`src/rtl/debug_frame_collector.sv`:
```
// rtl/debug_frame_collector.sv - debug request initiator: selects a controller, captures its frames, streams them to UART TX
module debug_frame_collector #(
  parameter int                    NB_CONTROL_FRAME = 32,
  parameter int                    NB_REQUEST       = 6,
  parameter int                    NB_BYTE          = 8,
  parameter int                    MAX_FRAMES       = 4,
  parameter int                    TIMEOUT          = 16,
  parameter logic [NB_REQUEST-1:0] NO_REQUEST_ID    = '1
) (
  input  logic                        i_clock,
  input  logic                        i_reset,
  input  logic                        i_cmd_valid,
  input  logic [NB_BYTE-1:0]          i_cmd,
  output logic [NB_REQUEST-1:0]       o_request_select,
  input  logic [NB_CONTROL_FRAME-1:0] i_frame_from_controller,
  input  logic                        i_writing,
  output logic [NB_BYTE-1:0]          o_tx_data,
  output logic                        o_tx_start,
  input  logic                        i_tx_done,
  output logic                        o_busy
);

  localparam int BYTES_PER_FRAME = NB_CONTROL_FRAME / NB_BYTE;
  localparam int NB_COUNT = $clog2(MAX_FRAMES + 1);
  localparam int NB_FIDX  = (MAX_FRAMES > 1) ? $clog2(MAX_FRAMES) : 1;
  localparam int NB_BSEL  = (BYTES_PER_FRAME > 1) ? $clog2(BYTES_PER_FRAME) : 1;
  localparam int NB_INDEX = $clog2(1 + MAX_FRAMES * BYTES_PER_FRAME + 1);
  localparam int NB_TIMER = (TIMEOUT > 1) ? $clog2(TIMEOUT) : 1;

  localparam logic [NB_TIMER-1:0] TIMER_LAST = NB_TIMER'(TIMEOUT - 1);
  localparam logic [NB_COUNT-1:0] COUNT_MAX  = NB_COUNT'(MAX_FRAMES);
  localparam logic [NB_BSEL-1:0]  BSEL_LAST  = NB_BSEL'(BYTES_PER_FRAME - 1);

  typedef enum logic [2:0] {
    IDLE,
    REQUEST,
    CAPTURE,
    SEND,
    WAIT_TX
  } state_t;

  state_t                state, state_next;
  logic [NB_REQUEST-1:0] select_next;
  logic [NB_BYTE-1:0]    tx_data_next;
  logic                  tx_start_next;
  logic                  busy_next;
  logic [NB_COUNT-1:0]   frame_count, frame_count_next;
  logic [NB_TIMER-1:0]   timer, timer_next;
  logic [NB_INDEX-1:0]   byte_index, byte_index_next;
  logic [NB_INDEX-1:0]   last_index;
  logic [NB_FIDX-1:0]    frame_sel, frame_sel_next;
  logic [NB_BSEL-1:0]    byte_sel, byte_sel_next;
  logic                  capture_en;
  logic [NB_CONTROL_FRAME-1:0] frame_buf [MAX_FRAMES];
  logic [NB_CONTROL_FRAME-1:0] frame_word;
  logic [NB_BYTE-1:0]    current_byte;

  // Upper command bits carry no meaning for this block.
  logic unused_cmd;
  assign unused_cmd = ^i_cmd;

  // Byte currently addressed by the send pointer: header first, then frames MSB byte first.
  always_comb begin
    frame_word   = frame_buf[frame_sel];
    current_byte = '0;
    if (byte_index == '0) begin
      current_byte = NB_BYTE'(frame_count);
    end else begin
      for (int b = 0; b < BYTES_PER_FRAME; b++) begin
        if (byte_sel == NB_BSEL'(b)) begin
          current_byte = frame_word[NB_CONTROL_FRAME-1-b*NB_BYTE -: NB_BYTE];
        end
      end
    end
    last_index = NB_INDEX'(int'(frame_count) * BYTES_PER_FRAME);
  end

  // Next-state and next-output logic; every output is registered from these values.
  always_comb begin
    state_next       = state;
    select_next      = o_request_select;
    tx_data_next     = o_tx_data;
    tx_start_next    = 1'b0;
    frame_count_next = frame_count;
    timer_next       = timer;
    byte_index_next  = byte_index;
    frame_sel_next   = frame_sel;
    byte_sel_next    = byte_sel;
    capture_en       = 1'b0;

    case (state)
      IDLE: begin
        if (i_cmd_valid && (i_cmd[NB_REQUEST-1:0] != NO_REQUEST_ID)) begin
          state_next  = REQUEST;
          select_next = i_cmd[NB_REQUEST-1:0];
          timer_next  = '0;
        end
      end
      REQUEST: begin
        // A frame on the timeout cycle still counts as a response.
        if (i_writing) begin
          capture_en       = 1'b1;
          frame_count_next = NB_COUNT'(1);
          state_next       = CAPTURE;
        end else if (timer == TIMER_LAST) begin
          frame_count_next = '0;
          state_next       = SEND;
        end else begin
          timer_next = timer + 1'b1;
        end
      end
      CAPTURE: begin
        if (i_writing && (frame_count < COUNT_MAX)) begin
          capture_en       = 1'b1;
          frame_count_next = frame_count + 1'b1;
        end
        if (!i_writing || (frame_count_next == COUNT_MAX)) begin
          state_next = SEND;
        end
      end
      SEND: begin
        tx_data_next  = current_byte;
        tx_start_next = 1'b1;
        state_next    = WAIT_TX;
      end
      WAIT_TX: begin
        if (i_tx_done) begin
          if (byte_index == last_index) begin
            state_next       = IDLE;
            frame_count_next = '0;
            byte_index_next  = '0;
            frame_sel_next   = '0;
            byte_sel_next    = '0;
          end else begin
            state_next      = SEND;
            byte_index_next = byte_index + 1'b1;
            // The header does not consume a frame byte.
            if (byte_index != '0) begin
              if (byte_sel == BSEL_LAST) begin
                byte_sel_next  = '0;
                frame_sel_next = frame_sel + 1'b1;
              end else begin
                byte_sel_next = byte_sel + 1'b1;
              end
            end
          end
        end
      end
      default: state_next = IDLE;
    endcase

    // Drop the select on the same edge that leaves the request phase.
    if ((state_next != REQUEST) && (state_next != CAPTURE)) begin
      select_next = NO_REQUEST_ID;
    end
    busy_next = (state_next != IDLE);
  end

  // State and output registers.
  always_ff @(posedge i_clock) begin
    if (i_reset) begin
      state            <= IDLE;
      o_request_select <= NO_REQUEST_ID;
      o_tx_data        <= '0;
      o_tx_start       <= 1'b0;
      o_busy           <= 1'b0;
      frame_count      <= '0;
      timer            <= '0;
      byte_index       <= '0;
      frame_sel        <= '0;
      byte_sel         <= '0;
    end else begin
      state            <= state_next;
      o_request_select <= select_next;
      o_tx_data        <= tx_data_next;
      o_tx_start       <= tx_start_next;
      o_busy           <= busy_next;
      frame_count      <= frame_count_next;
      timer            <= timer_next;
      byte_index       <= byte_index_next;
      frame_sel        <= frame_sel_next;
      byte_sel         <= byte_sel_next;
    end
  end

  // Frame storage; contents only matter once frame_count says so, so no reset is needed.
  always_ff @(posedge i_clock) begin
    if (capture_en) begin
      frame_buf[frame_count[NB_FIDX-1:0]] <= i_frame_from_controller;
    end
  end

endmodule

```
`config.mk`:
```
export PLATFORM = sky130hd
export DESIGN_NAME = debug_frame_collector
export DESIGN_NICKNAME = d
export VERILOG_FILES = /design/src/rtl/debug_frame_collector.sv
export SDC_FILE = /design/constraint.sdc
export NUM_CORES = 1
export LEC_CHECK = 0
export CORE_AREA = 5 5 113 115
export CTS_CLUSTER_DIAMETER = 40
export DETAILED_ROUTE_END_ITERATION = 10
export DIE_AREA = 0 0 118 120
export GPL_TIMING_DRIVEN = 0
export HOLD_SLACK_MARGIN = 0.1
export PLACE_DENSITY_LB_ADDON = 0.2
export SLEW_MARGIN = 15
export SYNTH_ARGS = -nofsm -noshare
export SYNTH_HDL_FRONTEND = slang
export SYNTH_SLANG_ARGS = --single-unit
export TNS_END_PERCENT = 20
```
`constraint.sdc`:
```
create_clock -name i_clock -period 8.45 [get_ports i_clock]
set_input_delay 1.69 -clock i_clock [delete_from_list [all_inputs] [get_ports i_clock]]
set_output_delay 1.69 -clock i_clock [all_outputs]
set_load 0.005 [all_outputs]
```
# Yosys cells after proc, flatten, opt, wreduce, memory -nomap -nowiden
# Memory sizes are Yosys's and may differ from the RTL's. A register that Yosys moved wholly into a read port is not among the register bits.
# Cells that the tools add are included.
dict set report word_totals {
  rom_bits 0
  out_inout_bits 16
  elab_cells 95
  memories 1
  ram_bits 128
  regBits 35
  latch_bits 0
  in_bits 45
}
# memory depth width read_ports rd_clocked_by_memory_dff wr line
set mem_list {}
lappend mem_list {frame_buf 4 32 1 1 1 54} ;# logic [NB_CONTROL_FRAME-1:0] frame_buf [MAX_FRAMES];
dict set report classes {
  eq_ne 19
  reduce_logical 21
  muxes 38
  bitwise_logic 0
  n_div 0
  shift 0
  n_addsub 5
  n_lt_le_gt_ge 1
  n_mul 0
}
# operator count
set ops {}
lappend ops {{8-bit 2-to-1 mux} 5}
lappend ops {{3-bit 2-to-1 mux} 11}
lappend ops {{2-bit 2-to-1 mux} 9}
lappend ops {{3-bit one-hot mux with 5 select lines} 1}
lappend ops {{4-bit 2-to-1 mux} 3}
lappend ops {{4-bit AND reduction} 3}
lappend ops {{2-bit inequality test (second input constant)} 5}
lappend ops {{3-bit one-hot mux with 3 select lines} 1}
lappend ops {{4-bit one-hot mux with 2 select lines} 1}
lappend ops {{3-bit by 2-bit == test with 1-bit output (second input constant)} 2}
lappend ops {{3-bit == test (second input constant)} 2}
lappend ops {{6-bit inequality test (second input constant)} 1}
lappend ops {{2-bit nonzero test} 3}
lappend ops {{3-bit nonzero test} 2}
lappend ops {{5-bit by 1-bit adder with 5-bit output (second input constant)} 1}
lappend ops {{5-bit == test} 1}
lappend ops {{5-bit logical NOT} 1}
lappend ops {{1-bit 2-to-1 mux} 5}
lappend ops {{5-bit 2-to-1 mux} 1}
lappend ops {{5-bit nonzero test} 1}
lappend ops {{2-bit by 1-bit adder with 2-bit output (second input constant)} 2}
lappend ops {{4-bit by 1-bit adder with 4-bit output (second input constant)} 1}
lappend ops {{2-bit == test (second input constant)} 2}
lappend ops {{4-bit == test (second input constant)} 1}
lappend ops {{other kinds (16)} 19}

# Longest topological paths before layout
# Gate-level depths: netlist of run 1.
dict set report logic_depth {
  depth_word 11
  depth_mapped 8
  ltp_nobuf 7
}

# Worst setup path before layout of run 1
# Ideal clock, no wire load.
dict set report synth_timing {
  path_kind {input port to flip-flop}
  startpoint {input i_writing}
  endpoint {memory frame_buf[0][0] (enable)}
  arrival_time_ns 3.389
  path_buffers 1
  setup_ns 0.421
  setup_slack_ns 4.640
  stages 3
  required_ns 8.029
  cell_sequence {buf_2 > o21ai_0 > nor2_1}
}
dict set report synth_via {
  elab_chain_cells 5
  word_cells_on_any_way 6
  cone_classes {mux (5); reduce/logical (1)}
}
# element line
set synth_lines {}
lappend synth_lines {{start: declaration} 16} ;# input logic i_writing,
lappend synth_lines {{1-bit logical AND} 113} ;# if (i_writing && (frame_count < COUNT_MAX)) begin
lappend synth_lines {{1-bit 2-to-1 mux} 113}
lappend synth_lines {{1-bit one-hot mux with 2 select lines (*)} 91} ;# case (state)
lappend synth_lines {{1-bit 2-to-1 mux (*)} 188} ;# if (capture_en) begin
lappend synth_lines {{1-bit 2-to-1 mux (implied by the code) (*)} 189} ;# frame_buf[frame_count[NB_FIDX-1:0]] <= i_frame_from_controller;
lappend synth_lines {{end: declaration} 54}
# Every way passes the cells marked *; elsewhere a longest branch is shown, timed or not.

# Worst setup path in the final report of run 1
dict set report layout_timing {
  startpoint {input i_cmd[2]}
  endpoint {register o_busy}
}
dict set report layout_via {
  elab_chain_cells 5
}
# element line
set layout_lines {}
lappend layout_lines {{start: declaration} 13} ;# input logic [NB_BYTE-1:0] i_cmd,
lappend layout_lines {{6-bit inequality test} 93} ;# if (i_cmd_valid && (i_cmd[NB_REQUEST-1:0] != NO_REQUEST_ID)) begin
lappend layout_lines {{1-bit logical AND} 93}
lappend layout_lines {{3-bit 2-to-1 mux} 93}
lappend layout_lines {{3-bit one-hot mux with 5 select lines} 91}
lappend layout_lines {{3-bit nonzero test} 156} ;# busy_next = (state_next != IDLE);
lappend layout_lines {{end signal: assignment} 177} ;# o_busy <= busy_next;
lappend layout_lines {{end: declaration} 20} ;# output logic o_busy
# Every way passes these cells.
# A chain may end at the register's enable or synchronous reset.

==> results of run 1 <==
## layer usage
layer | vias up | routed length [um] | GRT usage
met3 | 18 | 638 | 0.0448
met5 | - | 0 | 0
li1 | 1861 | - | -
met4 | 0 | 226 | 0.0760
met1 | 2011 | 5730 | 0.261
met2 | 118 | 7170 | 0.345
## area by class of cell
| class | count | area, um^2 |
|---|---|---|
| plain buffers | 22 | 110 |
| clock buffers | 19 | 433 |
| clock inverters | 13 | 139 |
| fillers | 784 | 3510 |
| inverters | 14 | 52.6 |
| multi-input cells | 232 | 2040 |
| flip-flops and latches | 165 | 4580 |
| well taps | 147 | 184 |
| repair buffers | 61 | 666 |
## logic make-up after synthesis
| kind of cell | share of synthesized area |
|---|---|
| AND/OR/NAND/NOR | 0.0787 |
| buffers and inverters | 0.0241 |
| adder cells (fa/ha/maj) | 0.0204 |
| multiplexers | 0.107 |
| AO/OA/AOI/OAI | 0.0808 |
| flip-flops | 0.679 |
| XOR/XNOR | 0.0104 |
## registers in the layout (all words and copies together) (netlist names), named ones only
signal and flops:
frame_count 3, byte_sel 2, o_tx_data 8, byte_index 5, state 3, o_tx_start 1, frame_buf 128, timer 4
frame_sel 2, o_busy 1, o_request_select 6
## placed cells by master (no fill, tap or decap), types with 5 or more instances in the layout
master,synthesis,layout
mux2_2,8,8
clkdlybuf4s50_1,0,57
clkinv_1,0,5
inv_1,14,14
mux4_2,28,28
buf_2,10,10
dfxtp_1,37,37
a22oi_1,9,9
a21oi_1,15,15
ha_1,11,11
nand3_1,9,9
o21ai_1,7,8
nor2b_1,15,15
clkbuf_1,8,10
edfxtp_1,128,128
xor2_1,6,6
o21ai_0,8,7
nor4_1,6,6
a211o_1,6,6
nand2_1,19,19
nor2_1,31,27
clkbuf_16,0,17
## synthesized netlist by cell type (2+ instances only)
cell type,instances,share of area
a31oi_1,4,0.0037
buf_4,2,0.0022
o221ai_1,2,0.0026
a2111oi_0,2,0.0026
a211oi_1,4,0.0044
inv_1,14,0.0078
clkbuf_1,8,0.0044
nand2_1,19,0.011
a211o_1,6,0.0078
edfxtp_1,128,0.57
mux2_2,8,0.013
o21ai_2,2,0.0026
nor4_1,6,0.0056
a22oi_1,9,0.010
o21ai_1,7,0.0052
dfxtp_1,37,0.11
xnor2_1,2,0.0026
nand4_1,3,0.0028
a21oi_1,15,0.011
nor2b_1,15,0.014
mux4_2,28,0.093
o21ai_0,8,0.0059
nand3_1,9,0.0067
nor2_1,31,0.017
buf_2,10,0.0074
a311oi_1,2,0.0026
xor2_1,6,0.0078
or4_1,2,0.0022
nor3b_1,2,0.0022
ha_1,11,0.020
a32o_1,4,0.0059
nor3_1,3,0.0022
## critical path: stages
cell             delay, ns
clkdlybuf4s50_1       0.49
nand4_1               0.14
o2111a_1              0.37
clkbuf_1              0.28
nor4_1                0.44
a21oi_1               0.11
## power by group
group	leakage [nW]	switching, mW	total [mW]	internal, mW
registers	1.46	0.00671	0.899	0.893
logic	0.971	0.0521	0.101	0.0489
clock network	0.274	0.290	0.747	0.457
total	2.70	0.349	1.75	1.40
## worst paths after layout
kind,to,slack [ns],from
setup reg to reg,frame_buf[3][22]$_DFFE_PP_,5.98,state[1]$_SDFF_PP0_
hold reg to reg,timer[1]$_SDFFE_PP0P_,0.48,timer[1]$_SDFFE_PP0P_
setup / recovery,o_busy$_SDFF_PP0_,5.21,i_cmd[2]
hold / removal,timer[1]$_SDFFE_PP0P_,0.48,timer[1]$_SDFFE_PP0P_
==> metrics.csv, run 1 <==
stage,metric,value,unit
global_routing,grt-ovfl-total,0,
clocking,cts.sinks,165,
layout,fin_util,0.701,
drt,drt-initial-drc-count,315,
timing,hold_ws,0.483,ns
worst_setup_path,worstSetupPathType,input pin to register,
synth,async_reset_ff_frac,0,
clocking,h-tree-depth,4,
synth,ys_warn_count,0,
floorplan,core,11700,um^2
timing,max-slew-margin-rel,0.477,
global_routing,grt_pass1_wl,22.1,mm
clocking,cts_tree,yes,
synth,syn-num-nets,489,
power,irDropWorstVdd,0.000194,V
layout,diodes,0,
placement,hpwl,9.20,mm
floorplan,initial_core_util,0.577,
synth,synth_edf_count,128,
floorplan,die-height,120,um
layout,drive_gt1_frac,0.171,
floorplan,pin_count,61,
clocking,cts-buffers-inserted,17,
synth,syn-cell-area,6750,um^2
synth,synth_top_flop_cell,edfxtp_1,
timing,hold_viol_final,0,
clocking,post_cts_buffers,0,
timing,period_needed,3.24,ns
drt,drcViolationCount,0,
timing,setup_violations,0,
placement,io_buffers,57,
clocking,holdBufCountCts,0,
floorplan,num_rows,40,
worst_setup_path,end_kind,register,
worst_setup_path,cp.arrival,3.53,ns
min_path,hold_path.class,register to register,
synth,synth_cell_types,56,
power,leakage,2.70,nW
timing,layout_setup_ws,5.21,ns
drt,routed_via_density,5.96,
timing,finalClockSkew,0.00432,ns
worst_setup_path,cp_max_fo,10,
layout,stdcell_count,673,
drt,wire_per_inst,20.5,um
job,cap_violations,0,
clocking,clockBufferDepth,2,
clocking,post_cts_resized,0,
worst_setup_path,reg2reg_depth,6,
power,power-per-cell-area,213,nW/um^2
timing,worst_pin_slew,0.779,ns
floorplan,die-area,14200,um^2
placement,dp_cells,641,
synth,avgSynthCellArea,15.6,um^2
timing,fin_crit_sh,0.383,
drt,postRouteWirelength,13.8,mm
synth,synthCells,433,
global_routing,grt_usage,0.204,
layout,nets,569,
drt,num_vias,4008,
drt,dr.pass1.iters,5,
synth,ys_seq_area_frac,0.679,
placement,pre_cts_slack,4.83,ns
layout,fin_area,8200,um^2
timing,drv_slew,0,
clocking,insertion_delay,0.42,ns
drt,antenna_left,0,
timing,max_freq,0.309,GHz
clocking,cts_root_buf,clkbuf_16,
worst_setup_path,startpoint_type,input pin,
global_routing,antenna_found_initial,0,
clocking,clkTransAtPathRegs,0.06,ns
global_routing,grt_pass1_vias,4163,
timing,setup_tns,0,ns
placement,gp_congestion,0.886,
synth,synth-seq-cells,165,
worst_setup_path,required,8.74,ns
timing,rsz0062_at_grt,no,
min_path,hold_depth,2,
status,run_status,"finished, final reports clean",
layout,areaGrowthSynthToFinish,21.5,%
global_routing,grt_max_degree,25,
floorplan,die_w,118,um
placement,dpl_cell_area,7630,um^2
power,totalPowerFinal,1.75,mW
(Power assumes the default switching activity.)
==> inputs of run 2 (changes only) <==
--- a/config.mk
+++ b/config.mk
@@ -5,10 +5,10 @@
 export SDC_FILE = /design/constraint.sdc
 export NUM_CORES = 1
 export LEC_CHECK = 0
-export CORE_AREA = 5 5 113 115
+export CORE_AREA = 5 5 115 117
 export CTS_CLUSTER_DIAMETER = 40
 export DETAILED_ROUTE_END_ITERATION = 10
-export DIE_AREA = 0 0 118 120
+export DIE_AREA = 0 0 120 122
 export GPL_TIMING_DRIVEN = 0
 export HOLD_SLACK_MARGIN = 0.1
 export PLACE_DENSITY_LB_ADDON = 0.2
==> constraint.sdc (replaced) <==
create_clock -name i_clock -period 3.1 [get_ports i_clock]
set_input_delay 0.62 -clock i_clock [delete_from_list [all_inputs] [get_ports i_clock]]
set_output_delay 0.62 -clock i_clock [all_outputs]
set_load 0.005 [all_outputs]
==> run 2 against run 1 <==
Compared with the run above: critical path depth stayed put; die area up 3.4%; core utilization shrank 3.1 points; sequential share of layout area hardly changed; non-clock buffer count did not move; count of clock-buffer cells in the layout increased by 1; combinational power rose to 2.8 times the previous value; setup slack worse by 4.8 ns; highest routed layer unchanged; clock power increased to 2.7 times the previous value.
==> metrics.csv, run 2 (synthesis results as in run 1) <==
stage,metric,value,unit,change
floorplan,die-height,122,um,+1.7%
timing,worst_pin_slew,1.18,ns,+0.404 ns
worst_setup_path,end_kind,register,,
min_path,hold_path.class,register to register,,
status,run_status,"finished, final reports clean",,
job,cap_violations,0,,unchanged
floorplan,pin_count,61,,unchanged
global_routing,grt-ovfl-total,0,,unchanged
power,p_clk_frac,0.420,,-0.007
layout,nets,569,,unchanged
global_routing,grt_usage,0.195,,-0.00967
floorplan,num_rows,41,,+2.5%
clocking,clockBufferDepth,2,,unchanged
worst_setup_path,cp_slowest_cell,nor2_4,,
drt,antenna_left,0,,unchanged
drt,drt-initial-drc-count,341,,+8.3%
global_routing,grt_pass1_vias,4082,,-1.9%
timing,period_needed,2.69,ns,
clocking,cts_tree,yes,,
power,power-per-cell-area,573,nW/um^2,+170%
timing,hold_viol_final,0,,unchanged
drt,wire_per_inst,20.1,um,-1.6%
power,seq_power_share,0.520,,+0.005
power,irDropWorstVdd,0.000519,V,+170%
clocking,cts.sinks,165,,unchanged
power,leakage,2.71,nW,+0.21%
power,p_sw_frac,0.216,,+0.0160
worst_setup_path,startpoint_type,register,,
layout,final_cell_mix,"edfxtp_1 (128), clkdlybuf4s50_1 (57), dfxtp_1 (37)",,
clocking,post_cts_resized,0,,unchanged
clocking,post_cts_buffers,0,,unchanged
timing,max_freq,0.372,GHz,
clocking,holdBufCountCts,0,,unchanged
layout,areaGrowthSynthToFinish,21.6,%,about the same
floorplan,initial_core_util,0.551,,-0.0258
worst_setup_path,path_cells,buf_2 -> or3b_1 -> nor2_1 -> o21ai_0 -> nor2_4 -> buf_16,,
drt,routed_via_density,5.96,,+0.13%
clocking,cts-buffers-inserted,17,,unchanged
layout,diodes,0,,unchanged
power,p_int,3.69,mW,+160%
layout,fin_util,0.670,,-0.0309
drt,postRouteWirelength,13.6,mm,-1.1%
power,p_switching,1.01,mW,+190%
layout,largest_reg_flops,128,,unchanged
floorplan,die-area,14600,um^2,+3.4%
worst_setup_path,cp_max_fo,17,,+7
placement,hpwl,9.26,mm,+0.59%
global_routing,grt_max_degree,21,,-16%
power,comb_power_share,0.059,,about the same
timing,drv_slew,0,,unchanged
worst_setup_path,worstSetupPathType,register to register,,
clocking,cts_root_buf,clkbuf_16,,
timing,rsz0062_at_grt,no,,
floorplan,die_w,120,um,+1.7%
layout,final_common_cell,edfxtp_1,,
drt,drcViolationCount,0,,unchanged
placement,gp_congestion,0.853,,-3.8%
layout,stdcell_count,676,,+0.45%
placement,dp_cells,644,,+0.47%
placement,io_buffers,57,,unchanged
clocking,clkTransAtPathRegs,0.06,ns,about the same
global_routing,antenna_found_initial,0,,unchanged
power,totalPowerFinal,4.71,mW,+170%
clocking,insertion_delay,0.42,ns,about the same
timing,max-slew-margin-rel,0.202,,-0.274
clocking,h-tree-depth,4,,unchanged
global_routing,grt_pass1_wl,21.4,mm,-3.4%
drt,dr.pass1.iters,5,,unchanged
floorplan,core,12300,um^2,+4.7%
timing,fin_crit_sh,0.866,,
worst_setup_path,required,3.22,ns,-5.52 ns
drt,num_vias,4031,,+0.57%
layout,drive_gt1_frac,0.179,,+0.00760
worst_setup_path,cp.arrival,2.81,ns,-0.72 ns
worst_setup_path,cpPeakStageDelay,0.68,ns,+0.19 ns
timing,setup_violations,0,,unchanged
timing,finalClockSkew,0.00837,ns,+0.00406 ns
[run 2: area by class of cell]
cell class | count | area, um^2
clock buffers | 20 | 437
well taps | 150 | 188
multi-input cells | 232 | 2040
repair buffers | 61 | 681
inverters | 14 | 52.6
plain buffers | 22 | 110
clock inverters | 12 | 123
fillers | 819 | 4050
flip-flops and latches | 165 | 4580
[run 2: path summary, 6_finish.rpt]
check,depth (start not counted),slack [ns],start,to
worst min register to register,2,0.48,timer[1]$_SDFFE_PP0P_,timer[1]$_SDFFE_PP0P_
worst max register to register,6,0.41,state[1]$_SDFF_PP0_,frame_buf[3][17]$_DFFE_PP_
worst max-delay path,6,0.41,state[1]$_SDFF_PP0_,frame_buf[3][17]$_DFFE_PP_
worst min-delay path,2,0.48,timer[1]$_SDFFE_PP0P_,timer[1]$_SDFFE_PP0P_
[run 2: through the flow]
step	setup WS [ns]	setup TNS [ns]	instance area [um^2]	hold WS, ns
after global routing	0.282	0	8210	0.521
after detailed placement	0.415	0	7650	0.480
after floorplan	0.166	0	6750	0.449
after global placement	-1.06	-132.71	7510	0.465
after CTS	0.393	0	8210	0.489
final	0.414	0	8210	0.485
[run 2: power by group through the flow]
stage / combinational (mW) / sequential, mW / clock [mW]
after global routing: 0.300 / 2.45 / 2.10
after global placement: 0.256 / 2.50 / 0
after floorplan: 0.133 / 2.50 / 0
after detailed placement: 0.278 / 2.50 / 0
final: 0.279 / 2.45 / 1.98
after CTS: 0.280 / 2.45 / 2.01
[run 2: per-layer routing]
layer | wire [um] | up-vias | part of all wire | GRT usage
met5 | 0 | - | 0 | 0
met4 | 214 | 0 | 0.016 | 0.0601
met3 | 593 | 22 | 0.044 | 0.0506
met2 | 7010 | 105 | 0.51 | 0.329
met1 | 5790 | 2043 | 0.43 | 0.250
li1 | - | 1861 | - | -
[run 2: worst max-delay path: cells and delay by family, from the launching register on]
family / cells / cell delay, ns
buffers and inverters: 2 / 0.45
AND/OR/NAND/NOR: 3 / 1.22
AO/OA/AOI/OAI: 1 / 0.36
flip-flops: 1 / 0.35
==> inputs of run 3 (changes only) <==
--- a/config.mk
+++ b/config.mk
@@ -5,10 +5,10 @@
 export SDC_FILE = /design/constraint.sdc
 export NUM_CORES = 1
 export LEC_CHECK = 0
-export CORE_AREA = 5 5 115 117
+export CORE_AREA = 5 5 150 152
 export CTS_CLUSTER_DIAMETER = 40
 export DETAILED_ROUTE_END_ITERATION = 10
-export DIE_AREA = 0 0 120 122
+export DIE_AREA = 0 0 155 157
 export GPL_TIMING_DRIVEN = 0
 export HOLD_SLACK_MARGIN = 0.1
 export PLACE_DENSITY_LB_ADDON = 0.2
==> run 3 against run 2 <==
Compared with the run above: die area rose by 66%; sequential power hardly changed; power grew 1.8%; non-clock buffer count is the same; sequential share of layout area shrank 1.1 points; critical path type unchanged.
==> metrics.csv, run 3 (synthesis results as in run 1) <==
stage,metric,value,unit,change
status,run_status,"finished, final reports clean",,
drt,num_vias,3980,,-1.3%
drt,wire_per_inst,18.9,um,-6.0%
layout,largest_reg_flops,128,,unchanged
clocking,cts-buffers-inserted,17,,unchanged
power,seq_power_share,0.511,,-0.009
layout,final_common_cell,edfxtp_1,,
worst_setup_path,timing.rr.start,state[1]$_SDFF_PP0_,,
clocking,holdBufCountCts,0,,unchanged
clocking,cts_root_buf,clkbuf_16,,
timing,finalClockSkew,0.00565,ns,-0.00272 ns
layout,areaGrowthSynthToFinish,24.0,%,
min_path,min-delay-start,timer[1]$_SDFFE_PP0P_,,
placement,dp_cells,769,,+19%
drt,postRouteWirelength,15.1,mm,+11%
floorplan,pin_count,61,,unchanged
global_routing,grt_max_degree,23,,+9.5%
drt,dr.pass1.iters,4,,-1
worst_setup_path,r2r_end,frame_buf[0][17]$_DFFE_PP_,,
timing,rsz0062_at_grt,no,,
timing,setup_violations,0,,unchanged
global_routing,antenna_found_initial,0,,unchanged
placement,gp_congestion,0.836,,-2.0%
timing,worst_pin_slew,0.789,ns,-0.395 ns
timing,period_needed,2.47,ns,-0.219 ns
clocking,clkTransAtPathRegs,0.06,ns,about the same
drt,drt-initial-drc-count,245,,-28%
clocking,insertion_delay,0.42,ns,about the same
timing,setup_tns,0,ns,unchanged
layout,drive_gt1_frac,0.179,,+0.000340
drt,antenna_left,0,,unchanged
clocking,cts.sinks,165,,unchanged
clocking,cts_tree,yes,,
power,irDropWorstVdd,0.000365,V,-30%
placement,pre_cts_slack,0.392,ns,-0.0224 ns
placement,io_buffers,57,,unchanged
floorplan,initial_core_util,0.323,,-0.228
power,power-per-cell-area,572,nW/um^2,-0.16%
timing,fin_crit_sh,0.796,,-0.0706
timing,layout_setup_ws,0.633,ns,+0.219 ns
timing,hold_ws,0.482,ns,-0.00255 ns
floorplan,core,20900,um^2,+70%
power,comb_power_share,0.058,,about the same
drt,drcViolationCount,0,,unchanged
worst_setup_path,startpoint_type,register,,
power,leakage,2.70,nW,-0.19%
timing,drv_slew,0,,unchanged
min_path,whs_endpoint,timer[1]$_SDFFE_PP0P_,,
global_routing,grt_pass1_wl,23.7,mm,+11%
layout,diodes,0,,unchanged
global_routing,grt_usage,0.128,,-0.0664
layout,stdcell_count,800,,+18%
clocking,h-tree-depth,4,,unchanged
layout,nets,569,,unchanged
floorplan,die-height,157,um,+29%
clocking,clockBufferDepth,2,,unchanged
worst_setup_path,cp_max_fo,18,,+1
placement,hpwl,10.3,mm,+11%
worst_setup_path,cp.arrival,2.59,ns,-0.22 ns
global_routing,grt_pass1_vias,4169,,+2.1%
power,p_sw_frac,0.214,,-0.00130
clocking,post_cts_resized,0,,unchanged
global_routing,grt-ovfl-total,0,,unchanged
worst_setup_path,reg2reg_depth,6,,unchanged
worst_setup_path,rrSetupSlack,0.63,ns,+0.22 ns
timing,max-slew-margin-rel,0.470,,+0.268
min_path,hold_depth,2,,unchanged
floorplan,die_w,155,um,+29%
clocking,post_cts_buffers,0,,unchanged
job,cap_violations,0,,unchanged
min_path,hold_path.class,register to register,,
worst_setup_path,end_kind,register,,
power,p_switching,1.03,mW,+1.2%
power,p_int,3.76,mW,+2.0%
worst_setup_path,worstSetupPathType,register to register,,
drt,routed_via_density,4.98,,-17%
floorplan,num_rows,53,,+29%
timing,max_freq,0.405,GHz,+8.9%
floorplan,die-area,24300,um^2,+66%
worst_setup_path,required,3.22,ns,about the same
timing,hold_viol_final,0,,unchanged
power,totalPowerFinal,4.79,mW,+1.8%
power,p_clk_frac,0.430,,+0.010
layout,final_cell_mix,"edfxtp_1 (128), clkdlybuf4s50_1 (57), dfxtp_1 (37)",,
run 3: through the flow:
| step | utilization | area (um^2) |
|---|---|---|
| floorplan | - | 6750 |
| global placement | 0.367 | 7670 |
| detailed placement | 0.373 | 7790 |
| CTS | 0.401 | 8370 |
| global route | 0.401 | 8370 |
| finish | 0.401 | 8370 |
run 3: how the worst max path moves through the flow:
stage	to	slack, ns	cells past startpoint	from
final	frame_buf[0][17]$_DFFE_PP_	0.63	6	state[1]$_SDFF_PP0_
after global routing	frame_buf[0][17]$_DFFE_PP_	0.44	4	state[0]$_SDFF_PP0_
after CTS	frame_buf[0][8]$_DFFE_PP_	0.38	4	state[0]$_SDFF_PP0_
after detailed placement	frame_buf[0][30]$_DFFE_PP_	0.39	4	state[0]$_SDFF_PP0_
after global placement	frame_buf[2][22]$_DFFE_PP_	-1.27	3	state[0]$_SDFF_PP0_
after floorplan	frame_buf[0][0]$_DFFE_PP_	0.17	5	state[1]$_SDFF_PP0_
run 3: power by group through the flow:
stage	sequential [mW]	combinational (mW)	clock (mW)
after floorplan	2.50	0.133	0
after global placement	2.50	0.263	0
after detailed placement	2.50	0.282	0
after CTS	2.45	0.284	2.12
after global routing	2.45	0.307	2.21
final	2.45	0.280	2.06
run 3: final cells by class:
type,instances,area [um^2]
inverter,14,52.6
clock inverter,13,149
fill,1935,12500
timing repair buffer,61,666
tap,275,344
buffer,22,110
clock buffer,18,429
sequential,165,4580
multi-input combinational,232,2040
run 3: routing by layer:
| layer | vias to the layer above | global-route usage | wire [um] |
|---|---|---|---|
| li1 | 1857 | - | - |
| met1 | 2022 | 0.171 | 7000 |
| met2 | 90 | 0.204 | 7290 |
| met3 | 11 | 0.0396 | 661 |
| met4 | 0 | 0.0370 | 193 |
| met5 | - | 0 | 0 |
run 3: worst max-delay path: stages (launching register included):
cell     delay [ns]
dfxtp_1        0.34
buf_2          0.21
or3b_1         0.42
nor2_1         0.11
o21ai_1        0.24
nor2_4         0.58
buf_16         0.24
